## config.mk

```make
export PLATFORM = sky130hd
export DESIGN_NAME = shift_normalizer
export DESIGN_NICKNAME = d
export VERILOG_FILES = /design/src/rtl/shift_normalizer.sv
export SDC_FILE = /design/constraint.sdc
export NUM_CORES = 1
export LEC_CHECK = 0
export BUFFER_PORTS_ARGS = -buffer_cell sky130_fd_sc_hd__buf_2
export CAP_MARGIN = 20
export CORE_MARGIN = 1.5
export CORE_UTILIZATION = 52
export DETAILED_ROUTE_END_ITERATION = 12
export MAX_ROUTING_LAYER = met4
export PLACE_DENSITY = 0.77
export SETUP_SLACK_MARGIN = 0.05
export SLEW_MARGIN = 40
export SYNTH_ARGS = -nofsm -noshare
export SYNTH_HDL_FRONTEND = slang
export SYNTH_SLANG_ARGS = --single-unit
```

## constraint.sdc

```tcl
create_clock -name clk -period 1.8 [get_ports clk]
set_clock_uncertainty 0.1 [all_clocks]
set_input_delay 0.09 -clock clk [delete_from_list [all_inputs] [get_ports clk]]
set_output_delay 0.09 -clock clk [all_outputs]
set_load 0.005 [all_outputs]
```

## src/rtl/shift_normalizer.sv

```systemverilog
`default_nettype none
// ============================================================================
// Module      : shift_normalizer
// Description : Iterative normalizer. It shifts a captured word one bit per
//               cycle until the word is normalized: dir=0 until the MSB is set,
//               dir=1 until the LSB is set. It then reports the normalized
//               word, the number of single-bit shifts applied and an all-zero
//               flag. Both sides use valid/ready handshakes.
// Revision    : 1.0 - initial release
// ============================================================================
module shift_normalizer #(
    parameter int WIDTH = 4,
    parameter int SHW   = 2     // must equal $clog2(WIDTH)
) (
    input  logic             clk,
    input  logic             rst_n,
    input  logic             in_valid,
    output logic             in_ready,
    input  logic [WIDTH-1:0] in_data,
    input  logic             in_dir,
    output logic             out_valid,
    input  logic             out_ready,
    output logic [WIDTH-1:0] out_data,
    output logic [SHW-1:0]   out_shift,
    output logic             out_zero
);

    localparam logic [1:0] S_IDLE  = 2'd0;
    localparam logic [1:0] S_SHIFT = 2'd1;
    localparam logic [1:0] S_DONE  = 2'd2;

    logic [1:0]       state_q,    state_d;
    logic [WIDTH-1:0] word_q,     word_d;
    logic             dir_q,      dir_d;
    logic [SHW-1:0]   cnt_q,      cnt_d;
    logic [WIDTH-1:0] res_data_q, res_data_d;
    logic [SHW-1:0]   res_shift_q, res_shift_d;
    logic             res_zero_q, res_zero_d;

    logic             word_zero;
    logic             word_norm;

    // The working word is finished once its leading bit (in the chosen
    // direction) is set; an all-zero word never normalizes and is flagged.
    assign word_zero = (word_q == '0);
    assign word_norm = dir_q ? word_q[0] : word_q[WIDTH-1];

    // Accept only in IDLE, and never while reset is held.
    assign in_ready  = rst_n & (state_q == S_IDLE);
    assign out_valid = (state_q == S_DONE);
    assign out_data  = res_data_q;
    assign out_shift = res_shift_q;
    assign out_zero  = res_zero_q;

    // Next-state and datapath update for the IDLE/SHIFT/DONE sequence.
    always_comb begin
        state_d     = state_q;
        word_d      = word_q;
        dir_d       = dir_q;
        cnt_d       = cnt_q;
        res_data_d  = res_data_q;
        res_shift_d = res_shift_q;
        res_zero_d  = res_zero_q;
        case (state_q)
            S_IDLE: begin
                if (in_valid && in_ready) begin
                    word_d  = in_data;
                    dir_d   = in_dir;
                    cnt_d   = '0;
                    state_d = S_SHIFT;
                end
            end
            S_SHIFT: begin
                if (word_zero) begin
                    res_data_d  = '0;
                    res_shift_d = '0;
                    res_zero_d  = 1'b1;
                    state_d     = S_DONE;
                end else if (word_norm) begin
                    res_data_d  = word_q;
                    res_shift_d = cnt_q;
                    res_zero_d  = 1'b0;
                    state_d     = S_DONE;
                end else begin
                    // A non-zero word needs at most WIDTH-1 shifts, so the
                    // count cannot wrap.
                    word_d = dir_q ? (word_q >> 1) : (word_q << 1);
                    cnt_d  = cnt_q + 1'b1;
                end
            end
            S_DONE: begin
                // Result registers are left untouched so they stay visible
                // after the handshake.
                if (out_ready) begin
                    state_d = S_IDLE;
                end
            end
            default: begin
                state_d = S_IDLE;
            end
        endcase
    end

    // State and result registers; asynchronous reset aborts any operation.
    always_ff @(posedge clk or negedge rst_n) begin
        if (!rst_n) begin
            state_q     <= S_IDLE;
            word_q      <= '0;
            dir_q       <= 1'b0;
            cnt_q       <= '0;
            res_data_q  <= '0;
            res_shift_q <= '0;
            res_zero_q  <= 1'b0;
        end else begin
            state_q     <= state_d;
            word_q      <= word_d;
            dir_q       <= dir_d;
            cnt_q       <= cnt_d;
            res_data_q  <= res_data_d;
            res_shift_q <= res_shift_d;
            res_zero_q  <= res_zero_d;
        end
    end

endmodule
`default_nettype wire

```

==> summary.txt, run 1 <==
Outcome
  – Status: finished clean

Finish
  – ANT cells: 0
  – Final instance area: 0.00107 mm2
  – Final nets: 111
  – Layout area overhead: 26.1%
  – Share of cells above drive strength 1: 41.6%
  – Fill count: 113
  – Post-Layout Cell Count: 117

Global routing
  – First-pass GRT wire length: 3010 um
  – Largest net degree at the start of global routing: 11
  – Grt ovf: 0
  – Total Routing Usage GR: 22.7%
  – Vias in the first global route: 628
  – Initial antenna violation count: 0

Setup path
  – CP cell instances: or4_4, a31oi_4, a221oi_1
  – WS Path Type: reg -> reg
  – Startpoint Class: flip-flop
  – Worst Path Buf+Inv: 0
  – Critical-path maximum fanout: 9
  – Required time worst endpoint: 1850 ps
  – CP top delay family: simple AND/OR/NAND/NOR gates
  – CP Capture Type: flip-flop
  – Worst path max stage delay: 580 ps
  – Crit-path slowest cell: or4_4
  – Worst Path Arrival: 1750 ps
  – R2r setup slk: 100 ps

Logic synthesis
  – Synth cell count leaders: dfrtp_1 (16), mux2_2 (7), nand2b_1 (6), nand2_1 (5), inv_1 (4)
  – Top_reg_cell synth: dfrtp_1
  – Top cells by area, synth: dfrtp_1 (47%), mux2_2 (9.3%), nand2b_1 (4.4%)
  – Avg Cell Area, Syn: 11.6 um2
  – Largest area contributor in the synthesized netlist: dfrtp_1
  – Synth Warn #: 0
  – Cell variety after synth: 31
  – Area of the mapped netlist: 848 um2
  – Mapped Cells: 73
  – Synth async-reset ratio: 100%
  – Sequential-to-total area share from yosys stat: 47.2%
  – Most common cell in the netlist: dfrtp_1
  – Flip-flop and latch count after synthesis: 16
  – Syn_nets: 82
  – Number of synthesized flops with an enable pin: 0
  – Share of Yosys cell area claimed by the top area cell type: 47.2%

Floorplan
  – Initial core utilization: 55.7%
  – Core area: 0.00152 mm2
  – IO Pins: 18
  – Die X: 43.4 um
  – Die area: 0.00188 mm2
  – Die span in y: 43.4 um
  – Num rows: 14

Timing
  – TNS Setup: 0 ps
  – Final hold vios: 0
  – Tmin final: 1700 ps
  – Final Cycle Share: 94.2%
  – Setup violators final: 0
  – Setup WS post-layout: 104 ps
  – RSZ-0062 raised after global routing: false
  – Tightest Pin Transition: 375 ps
  – Max Clk Rate: 0.590 GHz
  – Rel. slew slack: 74.8%
  – Fin Hold WS: 35.6 ps
  – Final Max Tran Viols: 0

Placement
  – PortBufs: 17
  – Placed Area: 961 um2
  – Place WS: 5.35 ps
  – GPL Wtd Cong: 0.869
  – Placed cells: 108
  – Half-perimeter wire length after placement: 1240 um

Detailed routing
  – DR pass1 iterations: 4
  – Post-route ant nets: 0
  – Total number of vias: 658
  – # DRC: 0
  – WL final: 1800 um
  – Average wire per standard cell: 15.4 um
  – Routed vias/inst: 5.62
  – DR iter-0 viols: 20

Power and ir drop
  – P_sw: 676 uW
  – Net Sw Frac: 38.3%
  – Clk pwr share: 13.3%
  – PD cells: 1650 mW/mm2
  – Leak: 0.486 nW
  – Comb power frac: 43.7%
  – Worst vdd ir: 947 uV
  – Internal: 1.09 mW
  – Sequential power share: 42.9%

Clocking
  – CTS tree: built
  – CTS Buf Count: 3
  – Clk buf depth: 2
  – Clk sinks: 16
  – Skew-Pair Late Insertion Delay: 280 ps
  – Reg clk slew, reported paths: 90 ps
  – Clock Tree Root: clkbuf_4
  – Htree depth: 1
  – Post-CTS Setup Inserts: 0

Min path
  – Hold Path Class: in -> reg

Job
  – Max-Cap Viols: 0
[tightest hold or removal path, delay by kind of cell]
| family | cells | cell delay, ps |
|---|---|---|
| AOI/OAI and AO/OA | 1 | 140 |
| and+or+nand+nor | 1 | 80 |
| buffers and inverters | 1 | 70 |
[path summary, 6_finish.rpt]
path                             from    endpoint  depth (start not counted)
max                         word_q[0]   word_q[3]                          3
min                        in_data[1]   word_q[1]                          3
max reg2reg                 word_q[0]   word_q[3]                          3
min reg2reg                  out_zero    out_zero                          2
max in group asynchronous       rst_n    out_zero                          3
min in group asynchronous       rst_n  state_q[0]                          2
[flip-flops by register name (all words and copies together), names as in the netlist]
signal,flops
out_zero,1
out_data,4
out_shift,2
cnt_q,2
word_q,4
dir_q,1
state_q,2
[cell usage in the layout (no fill, tap or decap), drive strengths merged, types with 2 or more instances in the layout]
cell type	instances
clkbuf	4
mux2	8
nor2b	2
o21ai	3
nand3	2
nand2	5
nor2	3
inv	4
dlygate4sd3	5
dfrtp	16
a221oi	2
a31oi	2
nand2b	6
o311a	2
a22o	2
nor3	2
or4	2
buf	21
[through the flow]
step	power (mW)	util (%)
4_1_cts	1.75	69.2
3_5_place_dp	1.48	63.1
5_1_grt	1.89	70.2
2_1_floorplan	1.24	-
3_3_place_gp	1.45	63.1
6_report	1.76	70.2
[area by class of cell]
cell class / count / area, um2 / area share, %
clock buffers: 4 / 36.3 / 3.39
inverters: 4 / 15.0 / 1.40
multi-input cells: 51 / 430 / 40.2
flip-flops and latches: 16 / 403 / 37.7
well taps: 16 / 20.0 / 1.87
repair buffers: 26 / 165 / 15.4
[per-layer routing]
layer  part of all wire, %  global-route usage (%)  vias up
met5                     0                       -        -
met4                  0.33                    5.45        0
met3                   4.1                    5.00        2
met2                    48                    37.0       17
met1                    48                    28.8      310
li1                      -                       -      329
[kinds of logic (layout without fill, tap and decap cells)]
family / after synthesis / in the layout / share of synthesized area [%]
AND/OR/NAND/NOR: 28 / 28 / 21.7
AO/OA/AOI/OAI: 14 / 14 / 14.5
multiplexers: 9 / 9 / 12.2
flip-flops: 16 / 16 / 47.2
buffers and inverters: 6 / 34 / 4.42
[power groups by stage]
stage	logic (mW)	clock network, mW	registers [mW]
2_1_floorplan	0.577	0	0.666
3_3_place_gp	0.722	0	0.725
3_5_place_dp	0.739	0	0.736
4_1_cts	0.769	0.248	0.730
5_1_grt	0.853	0.257	0.784
6_report	0.771	0.235	0.758
[repair_timing]
item | CTS | global route
setup endpoints to repair | 4 | 9
endpoints found under the hold margin | 20 | 0
pin swaps | 0 | 0
cloned | 0 | 0
hold buffers | 5 | 0
resized for setup | 1 | 4
No activity file was read; power rests on OpenSTA's default activity.
==> run 2: changes to the inputs <==
Clock period 1.8 ns to 1.91 ns, I/O delays scaled along.
==> summary.txt, run 2 (synthesis results as in run 1) <==
Finish
  – Area occupied by multi-input gates: 417 um2 (-3.2%)
  – Reg area: 400 um2 (-0.62%)
  – Commonest non-fill, non-tap cell in the layout: buf_2
  – Fill count: 122 (+8.0%)
  – Layout area overhead: 22.1%
  – Final nets: 109 (-1.8%)
  – ANT cells: 0 (unchanged)
  – Share of cells above drive strength 1: 39.4% (-2.2 points)
  – Commonest non-fill, non-tap cells in the layout: buf_2 (17), dfrtp_1 (16), mux2_2 (7)
  – Final instance area: 0.00104 mm2 (-3.2%)

Timing
  – Fin Hold WS: 30.6 ps (-4.98 ps)
  – Tmin final: 1810 ps (+116 ps)
  – Final Cycle Share: 94.9% (+0.63 points)
  – TNS Setup: 0 ps (unchanged)
  – Max Clk Rate: 0.552 GHz (-6.4%)
  – Tightest Pin Transition: 438 ps (+63.2 ps)
  – Setup violators final: 0 (unchanged)
  – Final hold vios: 0 (unchanged)
  – Setup WS post-layout: 98.3 ps (-5.76 ps)
  – Rel. slew slack: 70.5% (-4.3 points)
  – RSZ-0062 raised after global routing: false
  – Final Max Tran Viols: 0 (unchanged)

Power and ir drop
  – Internal: 1.00 mW (-7.7%)
  – PD cells: 1560 mW/mm2 (-5.4%)
  – Sequential power share: 43.0% (about the same)
  – Worst vdd ir: 809 uV (-15%)
  – Clk pwr share: 13.8% (+0.5 points)
  – Leak: 0.476 nW (-2.2%)
  – Net Sw Frac: 37.9% (-0.44 points)
  – P_sw: 612 uW (-9.4%)
  – Comb power frac: 43.1% (-0.6 points)

Setup path
  – Critical-path maximum fanout: 9 (unchanged)
  – CP Depth: 3 (unchanged)
  – R2r setup slk: 100 ps (about the same)
  – CP top delay family: multiplexers
  – Worst r2r src: dir_q
  – R2r endpoint: out_data[1]
  – Cells on worst reg2reg path: 3 (unchanged)
  – Worst Path Buf+Inv: 0 (unchanged)
  – Critical path endpoint: out_data[1]
  – Crit-path slowest cell: dfrtp_1
  – Worst Path Arrival: 1890 ps (+140 ps)
  – Startpoint Class: flip-flop
  – Worst path max stage delay: 540 ps (-40 ps)
  – Required time worst endpoint: 1990 ps (+140 ps)
  – WS Path Type: reg -> reg
  – CP Capture Type: flip-flop
  – Crit path launch: dir_q
  – CP cell instances: mux2_4, o21ai_2, mux2_2

Detailed routing
  – Average wire per standard cell: 14.5 um (-5.6%)
  – Post-route ant nets: 0 (unchanged)
  – Routed vias/inst: 5.85 (+4.1%)
  – Total number of vias: 673 (+2.3%)
  – WL final: 1670 um (-7.2%)
  – DR pass1 iterations: 4 (unchanged)
  – # DRC: 0 (unchanged)
  – DR iter-0 viols: 12 (-40%)

Clocking
  – Htree depth: 1 (unchanged)
  – Reg clk slew, reported paths: 100 ps (about the same)
  – Clk buf depth: 2 (unchanged)
  – CTS Buf Count: 3 (unchanged)
  – Clk sinks: 16 (unchanged)
  – CTS tree: built
  – Post-CTS Setup Inserts: 0 (unchanged)
  – Clock Tree Root: clkbuf_4
  – Skew-Pair Late Insertion Delay: 290 ps (about the same)

Floorplan
  – Core area: 0.00152 mm2 (unchanged)
  – Die X: 43.4 um (unchanged)
  – Num rows: 14 (unchanged)
  – IO Pins: 18 (unchanged)
  – Die area: 0.00188 mm2 (unchanged)
  – Die span in y: 43.4 um (unchanged)
  – Initial core utilization: 55.7% (unchanged)

Placement
  – GPL Wtd Cong: 0.892 (+2.7%)
  – Half-perimeter wire length after placement: 1180 um (-4.9%)
  – PortBufs: 17 (unchanged)
  – Placed Area: 953 um2 (-0.78%)
  – Place WS: 136 ps (+131 ps)

Global routing
  – Largest net degree at the start of global routing: 13 (+2)
  – Vias in the first global route: 617 (-1.8%)
  – Total Routing Usage GR: 21.0% (-1.6 points)
  – Global Route met2 Usage: 32.5% (-4.5 points)
  – Met1 Use GR: 27.9% (-0.89 points)
  – GR Layer Usage met3: 2.50% (-2.5 points)
  – Global route hottest layer: met2
  – Initial antenna violation count: 0 (unchanged)
  – First-pass GRT wire length: 2840 um (-5.8%)
  – Grt ovf: 0 (unchanged)

Min path
  – Hold Path Class: in -> reg
  – Hold path start: in_data[2]

Job
  – Max-Cap Viols: 0 (unchanged)

Outcome
  – Status: finished clean
run 2: cell type report:
type                            count  area share [%]
Clock buffer                        4            3.50
Inverter                            4            1.45
Multi-Input combinational cell     51            40.2
Sequential cell                    16            38.6
Tap cell                           16            1.93
Timing Repair Buffer               24            14.3
run 2: worst min-delay path, cell delays in order:
cell and delay (ps):
buf_2 70, nand2b_1 90, o311a_1 140
run 2: power by group through the flow:
| stage | clock, mW | combinational, mW | sequential, mW |
|---|---|---|---|
| detailed placement | 0 | 0.668 | 0.699 |
| global route | 0.244 | 0.766 | 0.726 |
| floorplan | 0 | 0.544 | 0.627 |
| finish | 0.224 | 0.697 | 0.695 |
| CTS | 0.230 | 0.687 | 0.689 |
| global placement | 0 | 0.658 | 0.689 |
run 2: per-stage QoR:
step | total power [mW] | std cells | utilization [%]
after global routing | 1.74 | 115 | 68.0
after global placement | 1.35 | 107 | 62.6
after detailed placement | 1.37 | 107 | 62.6
final | 1.62 | 115 | 68.0
after floorplan | 1.17 | 73 | -
after CTS | 1.61 | 115 | 67.6
run 2: timing repair:
action | CTS | global route
endpoints found under the hold margin | 19 | 0
endpoints found under the setup margin | 0 | 1
gates resized for setup | 0 | 1
hold buffers | 4 | 0
run 2: worst min path at each step:
stage                             to  slack (ps)  depth (start not counted)
after floorplan             cnt_q[0]        -300                          0
after global routing       word_q[2]          50                          3
final                      word_q[2]          30                          3
after detailed placement  state_q[0]        -160                          1
after global placement    state_q[0]        -160                          1
after CTS                  word_q[2]          30                          3
run 2: routing by layer:
layer | vias up | routed length, um
met4 | 0 | 23
met5 | - | 0
met3 | 2 | 60
met1 | 322 | 806
li1 | 332 | -
met2 | 17 | 781
